===== src/rtl/seg_scan_controller_pkg.sv =====
// Shared types and constants for the multiplexed seven-segment scan controller.
package seg_scan_controller_pkg;

  typedef enum logic [1:0] {
    ST_IDLE  = 2'd0,
    ST_BLANK = 2'd1,
    ST_DRIVE = 2'd2
  } scan_state_t;

  localparam logic [7:0] SEG_BLANK  = 8'hFF;
  // Anode drive level for an unselected digit; replicated to NUM_DIGITS.
  localparam logic       AN_OFF_BIT = 1'b1;

endpackage


===== src/rtl/seg_scan_controller_decoder.sv =====
// Hex nibble to active-low seven-segment pattern, bit order g..a.
module hexSevenSegmentDecoder (
  input  logic [3:0] hex,
  output logic [6:0] seg
);

  always_comb begin
    seg = 7'h7F;
    case (hex)
      4'h0: seg = 7'h40;
      4'h1: seg = 7'h79;
      4'h2: seg = 7'h24;
      4'h3: seg = 7'h30;
      4'h4: seg = 7'h19;
      4'h5: seg = 7'h12;
      4'h6: seg = 7'h02;
      4'h7: seg = 7'h78;
      4'h8: seg = 7'h00;
      4'h9: seg = 7'h10;
      4'hA: seg = 7'h08;
      4'hB: seg = 7'h03;
      4'hC: seg = 7'h46;
      4'hD: seg = 7'h21;
      4'hE: seg = 7'h06;
      4'hF: seg = 7'h0E;
      default: seg = 7'h7F;
    endcase
  end

endmodule


===== src/rtl/seg_scan_controller.sv =====
// Time-multiplexed hex display scanner: guard-blanked digit slots, frame-latched
// inputs so a frame never tears, optional leading-zero suppression.
module seg_scan_controller
  import seg_scan_controller_pkg::*;
#(
  parameter int NUM_DIGITS  = 4,
  parameter int REFRESH_DIV = 50000,
  parameter int GUARD       = 8
) (
  input  logic                    clk,
  input  logic                    rst,
  input  logic                    enable,
  input  logic [4*NUM_DIGITS-1:0] value,
  input  logic [NUM_DIGITS-1:0]   dp_en,
  input  logic                    blank_lz,
  output logic [7:0]              seg,
  output logic [NUM_DIGITS-1:0]   an,
  output logic                    frame_done
);

  localparam int CNT_MAX = (REFRESH_DIV > GUARD) ? REFRESH_DIV : GUARD;
  localparam int CNT_W   = $clog2(CNT_MAX);
  localparam int IDX_W   = $clog2(NUM_DIGITS);

  localparam logic [CNT_W-1:0]      GUARD_LAST   = CNT_W'(GUARD - 1);
  localparam logic [CNT_W-1:0]      DRIVE_LAST   = CNT_W'(REFRESH_DIV - 1);
  localparam logic [CNT_W-1:0]      DRIVE_PENULT = CNT_W'(REFRESH_DIV - 2);
  localparam logic [IDX_W-1:0]      IDX_LAST     = IDX_W'(NUM_DIGITS - 1);
  localparam logic [NUM_DIGITS-1:0] AN_OFF       = {NUM_DIGITS{AN_OFF_BIT}};

  scan_state_t             state_reg;
  logic [IDX_W-1:0]        idx_reg;
  logic [CNT_W-1:0]        cnt_reg;
  logic [4*NUM_DIGITS-1:0] value_lat_reg;
  logic [NUM_DIGITS-1:0]   dp_lat_reg;
  logic                    lz_lat_reg;
  logic [7:0]              seg_reg;
  logic [NUM_DIGITS-1:0]   an_reg;
  logic                    frame_done_reg;

  logic [3:0]            nibble_sel;
  logic [6:0]            dec_seg;
  logic [NUM_DIGITS-1:0] zero_from;
  logic                  suppress;
  logic [7:0]            digit_pattern;
  logic [NUM_DIGITS-1:0] an_sel;

  // zero_from[i]: every latched nibble from digit i up to the top is zero.
  for (genvar gi = 0; gi < NUM_DIGITS; gi++) begin : g_zero_from
    assign zero_from[gi] = (value_lat_reg[4*NUM_DIGITS-1:4*gi] == '0);
  end

  assign nibble_sel = value_lat_reg[{idx_reg, 2'b00} +: 4];

  hexSevenSegmentDecoder u_dec (
    .hex (nibble_sel),
    .seg (dec_seg)
  );

  assign suppress      = lz_lat_reg && (idx_reg != '0) && zero_from[idx_reg];
  assign digit_pattern = {~dp_lat_reg[idx_reg], suppress ? 7'h7F : dec_seg};
  assign an_sel        = ~(NUM_DIGITS'(1) << idx_reg);

  always_ff @(posedge clk) begin
    if (rst) begin
      state_reg      <= ST_IDLE;
      idx_reg        <= '0;
      cnt_reg        <= '0;
      value_lat_reg  <= '0;
      dp_lat_reg     <= '0;
      lz_lat_reg     <= 1'b0;
      seg_reg        <= SEG_BLANK;
      an_reg         <= AN_OFF;
      frame_done_reg <= 1'b0;
    end else if (!enable) begin
      state_reg      <= ST_IDLE;
      idx_reg        <= '0;
      cnt_reg        <= '0;
      seg_reg        <= SEG_BLANK;
      an_reg         <= AN_OFF;
      frame_done_reg <= 1'b0;
    end else begin
      frame_done_reg <= 1'b0;
      case (state_reg)
        ST_IDLE: begin
          state_reg     <= ST_BLANK;
          idx_reg       <= '0;
          cnt_reg       <= '0;
          value_lat_reg <= value;
          dp_lat_reg    <= dp_en;
          lz_lat_reg    <= blank_lz;
          seg_reg       <= SEG_BLANK;
          an_reg        <= AN_OFF;
        end
        ST_BLANK: begin
          if (cnt_reg == GUARD_LAST) begin
            state_reg <= ST_DRIVE;
            cnt_reg   <= '0;
            an_reg    <= an_sel;
            seg_reg   <= digit_pattern;
          end else begin
            cnt_reg <= cnt_reg + 1'b1;
          end
        end
        ST_DRIVE: begin
          // Registered pulse lands on the final cycle of the last digit slot.
          frame_done_reg <= (idx_reg == IDX_LAST) && (cnt_reg == DRIVE_PENULT);
          if (cnt_reg == DRIVE_LAST) begin
            state_reg <= ST_BLANK;
            cnt_reg   <= '0;
            an_reg    <= AN_OFF;
            seg_reg   <= SEG_BLANK;
            if (idx_reg == IDX_LAST) begin
              idx_reg       <= '0;
              value_lat_reg <= value;
              dp_lat_reg    <= dp_en;
              lz_lat_reg    <= blank_lz;
            end else begin
              idx_reg <= idx_reg + 1'b1;
            end
          end else begin
            cnt_reg <= cnt_reg + 1'b1;
          end
        end
        default: begin
          state_reg <= ST_IDLE;
          seg_reg   <= SEG_BLANK;
          an_reg    <= AN_OFF;
        end
      endcase
    end
  end

  assign seg        = seg_reg;
  assign an         = an_reg;
  assign frame_done = frame_done_reg;

endmodule


===== config.mk =====
export PLATFORM = sky130hd
export DESIGN_NAME = seg_scan_controller
export DESIGN_NICKNAME = d
export VERILOG_FILES = /design/src/rtl/seg_scan_controller_pkg.sv /design/src/rtl/seg_scan_controller_decoder.sv /design/src/rtl/seg_scan_controller.sv
export SDC_FILE = /design/constraint.sdc
export NUM_CORES = 1
export LEC_CHECK = 0
export BUFFER_PORTS_ARGS = -buffer_cell sky130_fd_sc_hd__buf_2
export CAP_MARGIN = 5
export CORE_UTILIZATION = 47
export DETAILED_ROUTE_END_ITERATION = 10
export MAX_ROUTING_LAYER = met4
export PLACE_DENSITY = 0.69
export REMOVE_ABC_BUFFERS = 1
export SETUP_SLACK_MARGIN = 0.05
export SYNTH_ARGS = -nofsm -noshare
export SYNTH_HDL_FRONTEND = slang
export SYNTH_SLANG_ARGS = --single-unit

===== constraint.sdc =====
create_clock -name clk -period 3.35 [get_ports clk]
set_input_delay 0.5025 -clock clk [delete_from_list [all_inputs] [get_ports clk]]
set_output_delay 0.5025 -clock clk [all_outputs]
set_load 0.05 [all_outputs]

; ---- Word level (Yosys, flattened, before mapping)
; Memories as Yosys holds them, arrays and structs flattened.
; Cells that the tools add are included.
[totals]
romBits = 112
inputBits = 24
ff_bits = 54
ramBits = 0
n_memories = 1
latch_bits = 0
[op_classes]
addsub = 2
n_eq_ne = 9
n_div = 0
bitwise_logic = 4
mux = 29
magnitude_cmp = 1
n_reduce_logical = 16
shift = 2
multipliers = 0
[memory_table]
columns = name, depth, word_bits, read_ports, rd_ports_with_merged_regs, write_ports, line_no
row1 = (no name shown), 16, 7, 1, 0, 0, seg_scan_controller_decoder.sv:9  ; case (hex)
[op_table]
columns = cell, count
row1 = 2-to-1 mux 16 bit, 4
row2 = case mux 16 bit (3 select lines), 1
row3 = equality test 16 bit (second input constant), 2
row4 = case mux 16 bit (2 select lines), 1
row5 = adder 16 x 1 -> 16 bit (second input constant), 1
row6 = equality test 16 x 3 -> 1 bit (second input constant), 1
row7 = logical NOT 16 bit, 1
row8 = 2-to-1 mux 4 bit, 4
row9 = 2-to-1 mux 8 bit, 2
row10 = case mux 4 bit (2 select lines), 2
row11 = case mux 8 bit (2 select lines), 1
row12 = indexed part select 16 x 5 -> 4 bit, 1
row13 = logical NOT 12 bit, 1
row14 = logical NOT 8 bit, 1
row15 = 2-to-1 mux 2 bit, 4
row16 = 2-to-1 mux 7 bit, 1
row17 = != test 2 bit (second input constant), 3
row18 = case mux 2 bit (3 select lines), 1
row19 = binary-select mux 1 bit (select 2 bit), 2
row20 = equality test 2 bit (second input constant), 2
row21 = logical NOT 4 bit, 1
row22 = 2-to-1 mux 1 bit, 4
row23 = NOT 4 bit, 1
row24 = case mux 2 bit (2 select lines), 1
row25 = other kinds (14), 20

; ---- Logic depth before layout (Yosys ltp)
[depth]
depth_word = 7
ltp_mapped = 9
mapped_depth_nobuf = 8

; ---- Cells and area by module
; Synthesis repeated with hierarchy kept, for this count alone.
[unflattened]
hier_cells = 299
hier_area_um2 = 2880.3
[by_module_without_submodules]
columns = module, seq_area_each_um2, area_each_um2, cells_per_inst, instances
row1 = seg_scan_controller, 1081.0, 2605.0, 267, 1
row2 = hexSevenSegmentDecoder, 0.0, 275.3, 32, 1

; ---- Worst setup path before layout
; OpenSTA, ideal clock, no wires.
[synth_path]
path_type = reg-to-reg
startpoint = register cnt_reg[0]
endpoint = register seg_reg[5] (netlist: seg[5])
setup_ps = 129
t_required_ps = 3221
stages_incl_launch_ff = 7
arrival_time_ps = 2235
setup_slack_ps = 986
path_cell_list = dfxtp_1 > ha_1 > or4bb_1 > or4_4 > a211o_1 > nor4_1 > o21ai_1
[synth_via]
elab_chain_len = 3
[synth_lines]
columns = item, line_no
row1 = start: declaration, seg_scan_controller.sv:33  ; logic [CNT_W-1:0] cnt_reg;
row2 = start signal: assignment, seg_scan_controller.sv:102  ; cnt_reg <= cnt_reg + 1'b1;
row3 = start signal: assignment, seg_scan_controller.sv:122  ; cnt_reg <= cnt_reg + 1'b1;
row4 = equality test 16 bit or equality test 16 x 3 -> 1 bit (tied branches), "seg_scan_controller.sv:108, seg_scan_controller.sv:96"
row5 = != test 2 bit (no line), -
row6 = AND reduction 2 bit (no line) (*), -
row7 = end signal: assignment, seg_scan_controller.sv:100  ; seg_reg <= digit_pattern;
row8 = end: declaration, seg_scan_controller.sv:37  ; logic [7:0] seg_reg;
; Every way passes the cells marked *; elsewhere a longest branch is shown, timed or not.
; A chain may end at the register's enable or synchronous reset.

; ---- Worst setup path after layout
[layout_path]
startpoint = register cnt_reg[1]
endpoint = register cnt_reg[3]
[layout_via]
elab_chain_len = 3
[layout_lines]
columns = item, line_no
row1 = adder 16 x 1 -> 16 bit (tied with other cells), "seg_scan_controller.sv:102, seg_scan_controller.sv:122"
row2 = 2-to-1 mux 16 bit (on tied branches), "seg_scan_controller.sv:108, seg_scan_controller.sv:96"
row3 = case mux 16 bit (3 select lines) (*), seg_scan_controller.sv:84  ; case (state_reg)
; Marks and branches as above.

==> summary.txt <==
Clock tree
  – CTS tree: done
  – Clock transition at the registers of the reported paths: roughly 0.1 ns
  – CTS sink count: 54
  – Quantity of gates resized following cts: 0
  – H-Tree Level Count: 2
  – Post-CTS Setup Inserts: 0
  – Clock Latency Late Sink: between 0.3 and 0.4 ns
  – Number of CTS-inserted buffers: 5
  – CTS Hold Buffers Added: 0
  – Clk root buf: clkbuf_8
  – Max Root-Sink Buffers: 2

Min path
  – HP Start: value[0]
  – Type of the tightest min-delay check: in -> reg
  – Min-Delay Path Depth: 3
  – Hold Path Sink: value_lat_reg[0]

Synthesis
  – Gate Count Post-Synth: about 310
  – YS warnings: 0
  – Synth Area in Adders: around 7.3%
  – Synth Cell Area: 0.00290 mm2
  – Top cells by area, synth: dfxtp_1 37%, mux2i_1 8.3%, ha_1 7.3%, nor2_1 5.6%, mux4_2 3.9%
  – Multiplexer share of the synthesized area: about 13%
  – Post-synth top flop: dfxtp_1
  – Synth cell types: 53
  – Synth Area in XOR/XNOR: around 3.6%
  – Cell taking the most area after synthesis: dfxtp_1
  – Most instantiated library cell after synthesis: dfxtp_1
  – Sequential share of the synthesized area: between 30% and 40%
  – EDFF count, synth: 0
  – Compound-gate portion of the synthesized area: around a tenth
  – Top cells by count, synth: 54 x dfxtp_1, 43 x nor2_1, 24 x mux2i_1
  – Post-Synth Simple-Gate Area: 22.5%
  – Mapped Avg Cell Area: around 9.3 um2
  – Yosys top cell area share: between 30% and 40%
  – Async S/R FF share, synth: 0%
  – #FFs+latches synth: 54
  – Largest family of logic cells by synthesized area: simple AND/OR/NAND/NOR gates

STA
  – Setup violators final: 0
  – Total negative slack: 0 ns
  – Clk_skew: between 0.015 and 0.02 ns
  – Setup WS post-layout: between 0.7 and 0.8 ns
  – Relative slew margins: 32.1%
  – Tcrit/Tclk final: about three quarters
  – Hold Fails Final Rpt: 0
  – RSZ-0062 raised after global routing: no
  – Slew Limit Fails: 0
  – Fmax: ~390 MHz
  – Worst Tran Pin Value: 1.02 ns
  – Fin crit period: 2.57 ns

Layout
  – Layout area overhead: 8.84%
  – Share of cells above drive strength 1: 18.6%
  – Filler Cell Count: approximately 570
  – Final net count: between 300 and 400
  – Diodes inserted: 0

GRT
  – Pin count of the biggest net entering global routing: 26
  – Gr ovfl total: 0
  – Initial antenna violation count: 0
  – Number of global-route vias before repair: ~2100
  – First-pass GRT wire length: between 9 and 10 mm
  – Tot GR Track Use: about a fifth

Worst setup path
  – Startpoint Class: register
  – Reg2Reg Setup Slack: roughly 0.78 ns
  – Critical Setup Path Class: reg -> reg
  – Crit Path Max Fanout: 14
  – R2r startpoint: cnt_reg[1]
  – WP data required: between 3 and 4 ns
  – Critical Path End Type: register
  – Worst Path Arrival: about 2.7 ns
  – R2r endpoint: cnt_reg[3]
  – FF-to-FF path depth: 6

Job
  – Total of max-cap violations: 0

Floorplanning
  – Chip Width: just over 80 um
  – Rows: 28
  – Die Span Y: slightly above 80 um
  – I/O pin total: 37
  – Initial Util: approximately half
  – Core area: slightly below 0.006 mm2
  – Die area: between 0.006 and 0.007 mm2

Power and ir drop
  – Pwr Density: around 390 mW/mm2
  – Peak supply drop: between 0.2 and 0.25 mV
  – Pleak: approximately 1.2 nW

Routing
  – DRT iter0 DRCs: 152
  – WL/cell: 13.9 um
  – Total number of vias: 2234
  – Count of antenna-violating nets left after detailed routing: 0
  – # DRC: 0
  – 1st-pass router iterations: 4
  – DRT Wirelength: about 5.7 mm
  – Via density: approximately 5.4

Placement
  – HPWL after detailed placement: 4.10 mm
  – Placer Congestion: roughly 0.83
  – Pre-CTS setup slack: about 0.77 ns
  – Buffers on Ports: 36

Status
  – Outcome: completed
worst max-delay path, cell delays in order (launching register included):
cell and delay [ns]:
dfxtp_1 0.40, ha_1 0.22, or4bb_1 0.48, or4_4 0.54, a22o_2 0.30, a21oi_4 0.38, nor3_1 0.10
area by class of cell:
cell class / instances / area, um2 / share of cell area, %
sequential: 54 / 1080 / 34.2
clock inverter: 2 / 38.8 / 1.23
inverter: 12 / 45.0 / 1.43
timing repair buffer: 37 / 188 / 5.94
clock buffer: 5 / 68.8 / 2.18
multi-input combinational: 228 / 1640 / 52.0
tap: 75 / 93.8 / 2.97
stage by stage:
| step | cells | power (W) | hold slack [ns] | util (%) | area, um2 |
|---|---|---|---|---|---|
| global route | 413 | 0.00129 | 0.416 | 53.3 | 3160 |
| detailed placement | 406 | 0.000820 | 0.469 | 51.5 | 3050 |
| CTS | 413 | 0.00124 | 0.418 | 53.3 | 3160 |
| finish | 413 | 0.00123 | 0.423 | 53.3 | 3160 |
| floorplan | 294 | 0.000778 | 0.452 | - | 2770 |
| global placement | 406 | 0.000817 | 0.465 | 51.5 | 3050 |
cells by family after synthesis:
logic type                 count (synthesis)
adders and majority gates                 17
xor gates and xnor gates                  12
and+or+nand+nor                          128
AOI/OAI and AO/OA                         41
buffers and inverters                     30
muxes                                     30
DFF                                       54
cells in the final DEF (no fill, tap or decap), types with 2 or more instances in the layout:
cell | netlist | final
nand2b_1 | 3 | 3
xnor2_1 | 5 | 5
o21ai_0 | 9 | 9
nor2_1 | 43 | 43
nor2b_1 | 3 | 3
mux4_2 | 5 | 5
a32oi_1 | 3 | 3
xor2_1 | 7 | 7
buf_2 | 1 | 36
nand4_1 | 3 | 3
a21oi_1 | 8 | 8
clkbuf_8 | 2 | 5
or4_4 | 4 | 4
inv_1 | 12 | 12
nor4_1 | 7 | 7
nand3b_1 | 3 | 3
ha_1 | 17 | 17
dfxtp_1 | 54 | 54
nand3_1 | 6 | 6
nand2_1 | 18 | 18
o22ai_1 | 3 | 3
a211oi_1 | 2 | 2
a31oi_1 | 3 | 3
nor3b_1 | 3 | 3
and3_1 | 6 | 6
or2_2 | 2 | 2
nor3_1 | 21 | 21
mux2i_1 | 24 | 24
how the worst max path moves through the flow:
stage | start | to | slack, ns | cells past startpoint
floorplan | cnt_reg[10] | dp_lat_reg[0] | 0.61 | 5
global placement | cnt_reg[0] | seg[5] | 0.84 | 6
detailed placement | cnt_reg[1] | cnt_reg[3] | 0.77 | 6
CTS | cnt_reg[1] | cnt_reg[3] | 0.75 | 6
global route | cnt_reg[1] | cnt_reg[4] | 0.62 | 6
finish | cnt_reg[1] | cnt_reg[3] | 0.78 | 6
power by group:
part           leakage (nW)  internal (W)  switching, W
clock network        0.0542      0.000220      0.000203
logic                 0.711     0.0000603     0.0000715
registers             0.439      0.000659     0.0000133
total                  1.20      0.000940      0.000288
routing by layer:
metal,track usage [%],up-vias,share of wire [%]
met2,29.7,52,44
met1,27.7,1023,50
met5,-,-,0
met3,3.18,8,4.1
li1,-,1151,-
met4,7.32,0,1.8
No activity file was read; power rests on OpenSTA's default activity.
